--- src/rtl/uart_tx_if.sv ---
// Byte push handshake into the UART transmitter FIFO.
// The producer drives data/valid; the transmitter answers with a registered ready.
interface uart_tx_if;
    logic [7:0] iData;
    logic       iValid;
    logic       oReady;

    modport master (output iData, output iValid, input oReady);
    modport slave  (input iData, input iValid, output oReady);
endinterface

--- src/rtl/uart_tx.sv ---
// 8N1 UART transmitter fed by a small circular byte FIFO.
// Frames are sent back to back while the FIFO holds data.
module uart_tx #(
    parameter int CLKS_PER_BIT = 434,
    parameter int FIFO_DEPTH   = 8
) (
    input  logic        iClock,
    input  logic        iReset,
    uart_tx_if.slave    bus,
    output logic        oTx,
    output logic        oBusy,
    output logic [4:0]  oFifoCount,
    output logic        oOverflow
);

    localparam int PTR_W = (FIFO_DEPTH > 2) ? $clog2(FIFO_DEPTH) : 1;
    localparam logic [15:0] LAST_TICK = 16'(CLKS_PER_BIT - 1);
    localparam logic [4:0]  DEPTH_C   = 5'(FIFO_DEPTH);

    typedef enum logic [1:0] {
        IDLE  = 2'd0,
        START = 2'd1,
        DATA  = 2'd2,
        STOP  = 2'd3
    } state_t;

    state_t             stateQ, stateD;
    logic [15:0]        baudQ, baudD;
    logic [2:0]         bitIdxQ, bitIdxD;
    logic [7:0]         shiftQ, shiftD;
    logic               txQ, txD;
    logic [PTR_W-1:0]   wrPtrQ, wrPtrD;
    logic [PTR_W-1:0]   rdPtrQ, rdPtrD;
    logic [4:0]         countQ, countD;
    logic               readyQ, readyD;
    logic               overflowQ, overflowD;
    logic [7:0]         fifoMem [FIFO_DEPTH];

    logic               push;
    logic               pop;
    logic               lastTick;

    assign push     = bus.iValid & readyQ;
    assign lastTick = (baudQ == LAST_TICK);

    // Storage is never reset; an empty count makes stale entries unreachable.
    always_ff @(posedge iClock) begin
        if (push) begin
            fifoMem[wrPtrQ] <= bus.iData;
        end
    end

    always_comb begin
        stateD  = stateQ;
        baudD   = baudQ;
        bitIdxD = bitIdxQ;
        shiftD  = shiftQ;
        pop     = 1'b0;

        case (stateQ)
            IDLE: begin
                if (countQ != 5'd0) begin
                    pop     = 1'b1;
                    shiftD  = fifoMem[rdPtrQ];
                    baudD   = 16'd0;
                    bitIdxD = 3'd0;
                    stateD  = START;
                end
            end
            START: begin
                if (lastTick) begin
                    baudD  = 16'd0;
                    stateD = DATA;
                end else begin
                    baudD = baudQ + 16'd1;
                end
            end
            DATA: begin
                if (lastTick) begin
                    baudD  = 16'd0;
                    shiftD = {1'b0, shiftQ[7:1]};
                    if (bitIdxQ == 3'd7) begin
                        stateD = STOP;
                    end else begin
                        bitIdxD = bitIdxQ + 3'd1;
                    end
                end else begin
                    baudD = baudQ + 16'd1;
                end
            end
            STOP: begin
                if (lastTick) begin
                    baudD = 16'd0;
                    // Chain straight into the next start bit so queued bytes leave no gap.
                    if (countQ != 5'd0) begin
                        pop     = 1'b1;
                        shiftD  = fifoMem[rdPtrQ];
                        bitIdxD = 3'd0;
                        stateD  = START;
                    end else begin
                        stateD = IDLE;
                    end
                end else begin
                    baudD = baudQ + 16'd1;
                end
            end
            default: begin
                stateD = IDLE;
            end
        endcase

        // The line level is derived from the next state so oTx can be a plain flop.
        case (stateD)
            START:   txD = 1'b0;
            DATA:    txD = shiftD[0];
            default: txD = 1'b1;
        endcase
    end

    always_comb begin
        wrPtrD    = wrPtrQ + PTR_W'(push);
        rdPtrD    = rdPtrQ + PTR_W'(pop);
        countD    = countQ + 5'(push) - 5'(pop);
        readyD    = (countD < DEPTH_C);
        overflowD = bus.iValid & ~readyQ;
    end

    always_ff @(posedge iClock or posedge iReset) begin
        if (iReset) begin
            stateQ    <= IDLE;
            baudQ     <= 16'd0;
            bitIdxQ   <= 3'd0;
            shiftQ    <= 8'd0;
            txQ       <= 1'b1;
            wrPtrQ    <= '0;
            rdPtrQ    <= '0;
            countQ    <= 5'd0;
            readyQ    <= 1'b1;
            overflowQ <= 1'b0;
        end else begin
            stateQ    <= stateD;
            baudQ     <= baudD;
            bitIdxQ   <= bitIdxD;
            shiftQ    <= shiftD;
            txQ       <= txD;
            wrPtrQ    <= wrPtrD;
            rdPtrQ    <= rdPtrD;
            countQ    <= countD;
            readyQ    <= readyD;
            overflowQ <= overflowD;
        end
    end

    assign bus.oReady = readyQ;
    assign oTx        = txQ;
    assign oBusy      = (stateQ != IDLE) || (countQ != 5'd0);
    assign oFifoCount = countQ;
    assign oOverflow  = overflowQ;

endmodule

--- src/flat_wrapper.sv ---
// flat-port wrapper written by rule: the top's interface ports become plain ports
module uart_tx_flat 
#(
    parameter int CLKS_PER_BIT = 434,
    parameter int FIFO_DEPTH   = 8
)
  (iClock, iReset, oTx, oBusy, oFifoCount, oOverflow, bus_iData, bus_iValid, bus_oReady);
  uart_tx_if bus_i ();
  input  logic iClock;
  input  logic iReset;
  output logic oTx;
  output logic oBusy;
  output logic [4:0] oFifoCount;
  output logic oOverflow;
  input wire logic [$bits(bus_i.iData)-1:0] bus_iData;
  input wire logic [$bits(bus_i.iValid)-1:0] bus_iValid;
  output wire logic [$bits(bus_i.oReady)-1:0] bus_oReady;
  assign bus_i.iData = bus_iData;
  assign bus_i.iValid = bus_iValid;
  assign bus_oReady = bus_i.oReady;
  uart_tx #(.CLKS_PER_BIT(CLKS_PER_BIT), .FIFO_DEPTH(FIFO_DEPTH)) u_core (.iClock(iClock), .iReset(iReset), .bus(bus_i), .oTx(oTx), .oBusy(oBusy), .oFifoCount(oFifoCount), .oOverflow(oOverflow));
endmodule
--- config.mk ---
export PLATFORM = sky130hd
export DESIGN_NAME = uart_tx_flat
export DESIGN_NICKNAME = d
export VERILOG_FILES = /design/src/rtl/uart_tx_if.sv /design/src/rtl/uart_tx.sv /design/src/flat_wrapper.sv
export SDC_FILE = /design/constraint.sdc
export NUM_CORES = 1
export LEC_CHECK = 0
export ABC_AREA = 1
export CAP_MARGIN = 20
export CORE_ASPECT_RATIO = 0.8
export CORE_MARGIN = 2
export CORE_UTILIZATION = 55
export DETAILED_ROUTE_END_ITERATION = 8
export PLACE_DENSITY = 0.73
export SLEW_MARGIN = 20
export SYNTH_ARGS = -nofsm -noshare
export SYNTH_HDL_FRONTEND = slang
export SYNTH_SLANG_ARGS = --single-unit
--- constraint.sdc ---
create_clock -name iClock -period 6.45 [get_ports iClock]
set_clock_uncertainty 0.15 [all_clocks]
set_input_delay 0.645 -clock iClock [delete_from_list [all_inputs] [get_ports iClock]]
set_output_delay 0.645 -clock iClock [all_outputs]
set_load 0.1 [all_outputs]
== Yosys cells after proc, flatten, opt, wreduce, memory -nomap -nowiden ==
Memory sizes are Yosys's and may differ from the RTL's.
Cells that the tools add are included.
Cells by class
  div/mod/pow operators: 0
  multiplexer cells: 25
  shift operators: 0
  eq/ne operators: 11
  multiply operators: 0
  reductions and logical operators: 8
  $add $sub $neg: 6
  bitwise operators: 3
  order comparisons: 1
Operator list (count)
  2-to-1 mux 16 bit: 2
  one-hot mux 16 bit (2 select lines): 1
  2-to-1 mux 8 bit: 3
  one-hot mux 8 bit (3 select lines): 1
  adder 16 x 1 -> 16 bit (second input constant): 1
  equality test 16 x 9 -> 1 bit (second input constant): 1
  2-to-1 mux 3 bit: 4
  2-to-1 mux 2 bit: 5
  one-hot mux 3 bit (3 select lines): 1
  one-hot mux 2 bit (4 select lines): 1
  adder 3 x 1 -> 3 bit: 2
  equality test 2 bit (second input constant): 3
  inequality test 2 x 1 -> 1 bit (second input constant): 3
  adder 5 x 1 -> 5 bit: 1
  < comparator 5 x 4 -> 1 bit (second input constant): 1
  2-to-1 mux 1 bit: 5
  nonzero test 5 bit: 1
  subtractor 5 x 1 -> 5 bit: 1
  equality test 2 x 1 -> 1 bit (second input constant): 2
  one-hot mux 1 bit (2 select lines): 2
  AND reduction 4 bit: 1
  adder 3 x 1 -> 3 bit (second input constant): 1
  equality test 3 bit (second input constant): 1
  AND reduction 3 bit: 1
  8 further kinds: 9
Word-level totals
  bits of input ports: 11
  memories kept: 1
  bits in latches: 0
  RAM bits: 64
  output and inout port bits: 9
  word-level logic and storage cells: 66
  ROM bits: 0
  bits in registers: 43
Memories
  u_core.fifoMem: depth 8, bits a word 8, read ports 1, clocked after Yosys merged registers in 0, write ports 1, RTL line uart_tx.sv:37  | logic [7:0] fifoMem [FIFO_DEPTH];

== Depth between registers and ports, before layout ==
Gate-level depths: netlist of run 1.
  depth after elaboration: 6
  mapped depth: 16
  gate-level depth less buffers: 16

== Worst setup path before layout of run 1 ==
OpenSTA, ideal clock, no wires.
  kind: flip-flop to flip-flop
  start: register u_core.countQ[2] (netlist: u_core.oFifoCount[2])
  end: register u_core.readyQ (netlist: u_core.bus.oReady)
  required time: 6.220 ns
  library setup time: 0.080 ns
  buffers on the path: 1
  data arrival time: 3.069 ns
  clock period less this slack: 3.299 ns
  path slack: 3.151 ns
  cell stages (with the launch flop): 15
  cell sequence: dfrtp_1 > inv_1 > ha_1 > nand3_1 > clkbuf_2 > nand4_1 > nand2_1 > nand2_1 > or2_2 > fa_1 > a21oi_1 > nor2_1 > nor2_1 > xor2_1 > nor2_1
Between the ends
  cells in the longest elaborated chain, start to end: 6
  elaborated cells on any way between the ends: 7
  classes of those cells: add/sub (2); order compare (1); mux (3); reduce/logical (1)
Ends and longest elaborated chain
  from (decl): RTL line uart_tx.sv:34  | logic [4:0] countQ, countD;
  from (signal assigned): RTL line uart_tx.sv:148  | countQ <= countD;
  nonzero test 5 bit: RTL line uart_tx.sv:62, uart_tx.sv:95
  2-to-1 mux 1 bit: RTL line uart_tx.sv:62, uart_tx.sv:95
  2-to-1 mux 1 bit: RTL line uart_tx.sv:92  | if (lastTick) begin
  one-hot mux 1 bit (2 select lines): RTL line uart_tx.sv:60  | case (stateQ)
  subtractor 5 x 1 -> 5 bit (*): RTL line uart_tx.sv:123  | countD = countQ + 5'(push) - 5'(pop);
  via u_core.countD[4]: RTL line uart_tx.sv:34
  < comparator 5 x 4 -> 1 bit (*): RTL line uart_tx.sv:124  | readyD = (countD < DEPTH_C);
  via u_core.readyD: RTL line uart_tx.sv:35  | logic readyQ, readyD;
  to (signal assigned): RTL line uart_tx.sv:149  | readyQ <= readyD;
  to (decl): RTL line uart_tx.sv:35
Mark *: on every way through the listed nets, which the timed path passes. The rest lies on a longest branch.
A chain may end at the register's enable or synchronous reset.

== Worst setup path in the final report of run 1 ==
  start: register u_core.countQ[2] (netlist: u_core.oFifoCount[2])
  end: output oBusy
Between the ends
  cells in the longest elaborated chain, start to end: 2
Ends and longest elaborated chain
  nonzero test 5 bit: RTL line uart_tx.sv:156  | assign oBusy = (stateQ != IDLE) || (countQ != 5'd0);
  logical OR 1 bit: RTL line uart_tx.sv:156
  to (decl): RTL line flat_wrapper.sv:12  | output logic oBusy;
Every way passes these cells.

==> flow_metrics.env, run 1 <==
export IMPL_drcViolationCount=0
export IMPL_place_inst=649
export IMPL_synth_top_cells_by_area="edfxtp_1 (38%), dfrtp_1 (20%), nand2_1 (8.9%)"
export IMPL_synth_warnings=0
export IMPL_fp_row_count=31
export IMPL_min_from="u_core.bitIdxQ[1]"
export IMPL_rr_startpoint="u_core.oFifoCount[3]"
export IMPL_vdd_drop_max_v=0.000217
export IMPL_hold_viol_final=0
export IMPL_viasPerCell=5.52
export IMPL_seq_area_frac_synth=0.586
export IMPL_cts_buffers=9
export IMPL_grt_pass1_vias=3632
export IMPL_rr_worst_depth=15
export IMPL_clk_pin_slew_worst_paths_ps=60
export IMPL_worstSkewPairLatency_ps=350
export IMPL_fmaxAchievable_mhz=240
export IMPL_power_density_nw_per_um2=237
export IMPL_core_area_sq_um=9040
export IMPL_avgRoutedWirePerCell_um=15.4
export IMPL_synthArstFlopShare=0.402
export IMPL_cts_sinks=107
export IMPL_synth_edf_count=64
export IMPL_tns_ps=0
export IMPL_hpwl_mm=6.54
export IMPL_worst_pin_slew_ps=984
export IMPL_clock_path_buffers=2
export IMPL_avgSynthCellArea_sq_um=9.72
export IMPL_die_h_um=90.3
export IMPL_grt_max_degree=44
export IMPL_critical_path_startpoint_type="register"
export IMPL_drt_first_iter_violations=310
export IMPL_cap_viol_max_count=0
export IMPL_dominantRegCellSynth="edfxtp_1"
export IMPL_nets=575
export IMPL_holdCritPathClass="register to register"
export IMPL_io_pins=20
export IMPL_grt_usage=0.219
export IMPL_syn2layout_area_growth_pct=12.1
export IMPL_cts_tree="built"
export IMPL_grt_pass1_wl_mm=17.5
export IMPL_h_tree_depth=3
export IMPL_syn_inst=527
export IMPL_crit_fanout=22
export IMPL_report_final_slew_viol_count=0
export IMPL_synth_most_common_cell="nand2_1"
export IMPL_final_antenna_net_count=0
export IMPL_synth_top_area_frac=0.375
export IMPL_cts_root_buf="clkbuf_16"
export IMPL_synth_fp_nets=557
export IMPL_die_w_um=112
export IMPL_synth_commonest_cells="nand2_1 (122), edfxtp_1 (64), nor2_1 (57), nand3_1 (48), inv_1 (47)"
export IMPL_relSlewSlack=0.341
export IMPL_status="finished, final reports clean"
export IMPL_layout_drive_gt1_share=0.0764
export IMPL_yosysTopAreaCell="edfxtp_1"
export IMPL_synth_cell_type_count=38
export IMPL_crit_type="register to output pin"
export IMPL_fin_crit_sh=0.647
export IMPL_hold_buffers=0
export IMPL_cts_resized=0
export IMPL_post_cts_buffers=0
export IMPL_startpoint="u_core.oFifoCount[2]"
export IMPL_ys_ff_latch=107
export IMPL_drt_wl_total_mm=10.3
export IMPL_vias=3674
export IMPL_drt_pass1_iterations=5
export IMPL_gp_congestion=0.878
export IMPL_netlist_area_sq_um=5120
export IMPL_grt_setup_unrepaired="false"
export IMPL_critPathRequiredTime_ps=5650
export IMPL_p_leak_uw=0.00242
export IMPL_setup_viol=0
export IMPL_antenna_found_initial=0
export IMPL_diodes=0
export IMPL_fin_crit_ps=4170
export IMPL_stdcell_count=665
export IMPL_grt_ovfl_total=0
export IMPL_hold_path_depth=2
export IMPL_cp_arrival_ps=3380
export IMPL_io_buffer_count=19
export IMPL_dieArea_sq_um=10100
export IMPL_start_util=0.567
export IMPL_crit_path_end_kind="output pin"
[metrics by stage]
stage	hold WS (ps)	power (uW)	setup slack, ps	cell area (sq um)	util
6_report	329	1360	2280	5740	0.635
5_1_grt	348	1400	2070	5740	0.635
4_1_cts	333	1370	2300	5740	0.635
3_5_place_dp	317	761	2690	5410	0.598
3_3_place_gp	313	760	2810	5410	0.598
2_1_floorplan	296	748	3150	5120	-
[path summary, 6_finish.rpt]
path | to | slack (ps)
min in group asynchronous | u_core.baudQ[10] | 650
min | u_core.bitIdxQ[1] | 330
max in group asynchronous | u_core.rdPtrQ[0] | 4890
max reg2reg | u_core.bus.oReady | 3000
min reg2reg | u_core.bitIdxQ[1] | 330
max | oBusy | 2280
[logic make-up (layout without fill, tap and decap cells)]
logic type | after synthesis | in the layout | share of synthesized area
AND/OR/NAND/NOR | 255 | 255 | 0.222
flip-flops | 107 | 107 | 0.586
AO/OA/AOI/OAI | 71 | 71 | 0.0767
buffers and inverters | 64 | 87 | 0.0493
adder cells (fa/ha/maj) | 19 | 19 | 0.0479
XOR/XNOR | 11 | 11 | 0.0188
[area by class of cell]
type                    instances  area (sq um)
fillers                       741          3300
clock buffers                  11           233
inverters                      52           201
well taps                     115           144
clock inverters                 5           101
repair buffers                 19           190
flip-flops and latches        107          3000
multi-input cells             356          1870
[routing by layer]
layer	GRT usage	vias up	wire length [um]
li1	-	1805	-
met1	0.317	1729	4790
met2	0.330	126	4630
met3	0.0490	14	671
met4	0.0782	0	163
met5	0	-	0
[registers in the layout (all words and copies together) (netlist names)]
name,count
u_core.fifoMem,64
u_core.oOverflow,1
u_core.stateQ,2
u_core.rdPtrQ,3
u_core.baudQ,16
u_core.wrPtrQ,3
u_core.shiftQ,8
u_core.bitIdxQ,3
u_core.oFifoCount,5
u_core.oTx,1
u_core.bus.oReady,1
[cell usage in the layout (no fill, tap or decap), drive strengths merged, types with 10 or more instances in the layout]
| cell | instances |
|---|---|
| o21ai | 41 |
| nor2 | 62 |
| edfxtp | 64 |
| o22ai | 14 |
| a21oi | 12 |
| xor2 | 10 |
| nand2 | 127 |
| clkdlybuf4s50 | 19 |
| nand3 | 49 |
| dfrtp | 41 |
| inv | 50 |
| clkbuf | 11 |
| ha | 18 |
[worst max-delay path, stage by stage (launching register included)]
cell and delay, ps:
dfrtp_1 380, inv_1 70, ha_1 190, nand3_1 570
nor2_1 170, inv_1 410, clkdlybuf4s50_1 1220
[report_power, final]
part / switching (uW) / internal (uW) / total (uW)
sequential: 0.0761 / 727 / 727
combinational: 13.0 / 6.03 / 19.0
clock: 235 / 378 / 614
total: 248 / 1110 / 1360
(Power assumes the default switching activity.)
==> run 2, diff against run 1 <==
==> constraint.sdc (replaced) <==
create_clock -name iClock -period 4.2 [get_ports iClock]
set_clock_uncertainty 0.15 [all_clocks]
set_input_delay 0.42 -clock iClock [delete_from_list [all_inputs] [get_ports iClock]]
set_output_delay 0.42 -clock iClock [all_outputs]
set_load 0.1 [all_outputs]
==> run 2 against run 1 <==
Clock power grew 46%. Clock-buffer cell count grew 1. Worst hold slack gained 9.6 ps. Combinational power grew 56%. First-iteration DRC count shrank 29%. Utilization shrank 0.11 points. Sequential share of layout area grew 0.070 points. Sequential cell count is the same. Critical path type is now register to register. Via count shrank 1.0%.
==> flow_metrics.env, run 2 (synthesis results as in run 1) <==
export IMPL_status="finished, final reports clean"
export IMPL_die_w_um=112
export IMPL_worstSkewPairLatency_ps=350
export IMPL_tns_ps=0
export IMPL_grt_max_degree=44
export IMPL_drt_pass1_iterations=5
export IMPL_crit_type="register to register"
export IMPL_report_final_slew_viol_count=0
export IMPL_antenna_found_initial=0
export IMPL_fin_crit_sh=0.807
export IMPL_start_util=0.567
export IMPL_grt_usage=0.219
export IMPL_critical_path_startpoint_type="register"
export IMPL_syn2layout_area_growth_pct=11.9
export IMPL_grt_pass1_vias=3466
export IMPL_holdCritPathClass="register to register"
export IMPL_cts_resized=0
export IMPL_clock_path_buffers=2
export IMPL_top_register="u_core.fifoMem"
export IMPL_io_buffer_count=19
export IMPL_h_tree_depth=3
export IMPL_nets=577
export IMPL_dieArea_sq_um=10100
export IMPL_min_from="u_core.shiftQ[0]"
export IMPL_r2r_slack_ps=810
export IMPL_grt_setup_unrepaired="false"
export IMPL_avgRoutedWirePerCell_um=15.4
export IMPL_cts_root_buf="clkbuf_16"
export IMPL_fin_crit_ps=3390
export IMPL_clk_pin_slew_worst_paths_ps=70
export IMPL_crit_fanout=22
export IMPL_final_common_cell="nand2_1"
export IMPL_vdd_drop_max_v=0.000254
export IMPL_gp_congestion=0.817
export IMPL_final_cell_mix="nand2_1 (122), edfxtp_1 (64), nor2_1 (57)"
export IMPL_rr_worst_depth=15
export IMPL_drt_first_iter_violations=220
export IMPL_final_antenna_net_count=0
export IMPL_rr_endpoint="u_core.bus.oReady"
export IMPL_grt_pass1_wl_mm=17.3
export IMPL_drcViolationCount=0
export IMPL_worst_pin_slew_ps=998
export IMPL_setup_viol=0
export IMPL_hold_path_depth=2
export IMPL_layout_drive_gt1_share=0.0797
export IMPL_hold_viol_final=0
export IMPL_cts_sinks=107
export IMPL_cp_arrival_ps=3520
export IMPL_grt_ovfl_total=0
export IMPL_hold_end="u_core.shiftQ[0]"
export IMPL_diodes=0
export IMPL_cap_viol_max_count=0
export IMPL_fmaxAchievable_mhz=295
export IMPL_post_cts_buffers=0
export IMPL_largest_register_ffs=64
export IMPL_p_leak_uw=0.00241
export IMPL_hold_buffers=0
export IMPL_viasPerCell=5.45
export IMPL_rr_startpoint="u_core.oFifoCount[3]"
export IMPL_fp_row_count=31
export IMPL_relSlewSlack=0.332
export IMPL_vias=3636
export IMPL_die_h_um=90.3
export IMPL_hpwl_mm=6.91
export IMPL_core_area_sq_um=9040
export IMPL_io_pins=20
export IMPL_critPathRequiredTime_ps=4330
export IMPL_crit_path_end_kind="register"
export IMPL_largestRegisters="u_core.fifoMem (64), u_core.baudQ (16), u_core.shiftQ (8)"
export IMPL_cts_tree="built"
export IMPL_pre_cts_ws_ps=772
export IMPL_power_density_nw_per_um2=357
export IMPL_cts_buffers=9
export IMPL_drt_wl_total_mm=10.2
export IMPL_final_setup_worst_slack_ps=810
-- run 2: worst max path at each step --
stage | end | slack (ps) | cells past startpoint | from
detailed placement | u_core.bus.oReady | 770 | 15 | u_core.oFifoCount[3]
finish | u_core.bus.oReady | 810 | 15 | u_core.oFifoCount[3]
CTS | u_core.bus.oReady | 750 | 15 | u_core.oFifoCount[3]
floorplan | u_core.bus.oReady | 900 | 14 | u_core.oFifoCount[2]
global route | u_core.bus.oReady | 480 | 15 | u_core.oFifoCount[3]
global placement | u_core.bus.oReady | 960 | 15 | u_core.oFifoCount[3]
-- run 2: area by class of cell --
| cell class | instances | area (sq um) |
|---|---|---|
| clock inverter | 4 | 76.3 |
| timing repair buffer | 21 | 203 |
| tap | 115 | 144 |
| sequential | 107 | 3000 |
| clock buffer | 12 | 236 |
| inverter | 52 | 201 |
| multi-input combinational | 356 | 1870 |
| fill | 723 | 3310 |
-- run 2: critical path, stage by stage (launching register included) --
cell     delay [ps]
dfrtp_1         400
inv_1            90
ha_1            150
nand3_1         520
nand4_1         300
nand2_1          90
nand2_1         140
or2_2           170
nand2_1          60
ha_1            210
fa_1            410
a21oi_1         150
nor2_1           60
nor2_1          150
xor2_1          210
nor2_1           60
-- run 2: where the power goes --
part / total, uW / leakage [uW] / internal [uW] / switching, uW
combinational: 29.6 / 0.00116 / 9.27 / 20.4
sequential: 1120 / 0.00111 / 1120 / 0.126
clock: 899 / 0.000147 / 525 / 374
-- run 2: through the flow --
step | instances | total power (uW) | area (sq um) | utilization | hold WS, ps
after CTS | 667 | 2060 | 5730 | 0.634 | 349
after global routing | 667 | 2100 | 5730 | 0.634 | 365
after global placement | 651 | 1170 | 5420 | 0.599 | 314
after detailed placement | 651 | 1170 | 5420 | 0.599 | 322
after floorplan | 527 | 1150 | 5120 | - | 296
final | 667 | 2040 | 5730 | 0.634 | 339
-- run 2: routing by layer --
metal / wire, um / vias up / GRT usage
li1: - / 1813 / -
met1: 4910 / 1726 / 0.319
met2: 4640 / 89 / 0.328
met3: 603 / 8 / 0.0658
met4: 89 / 0 / 0.0525
met5: 0 / - / 0
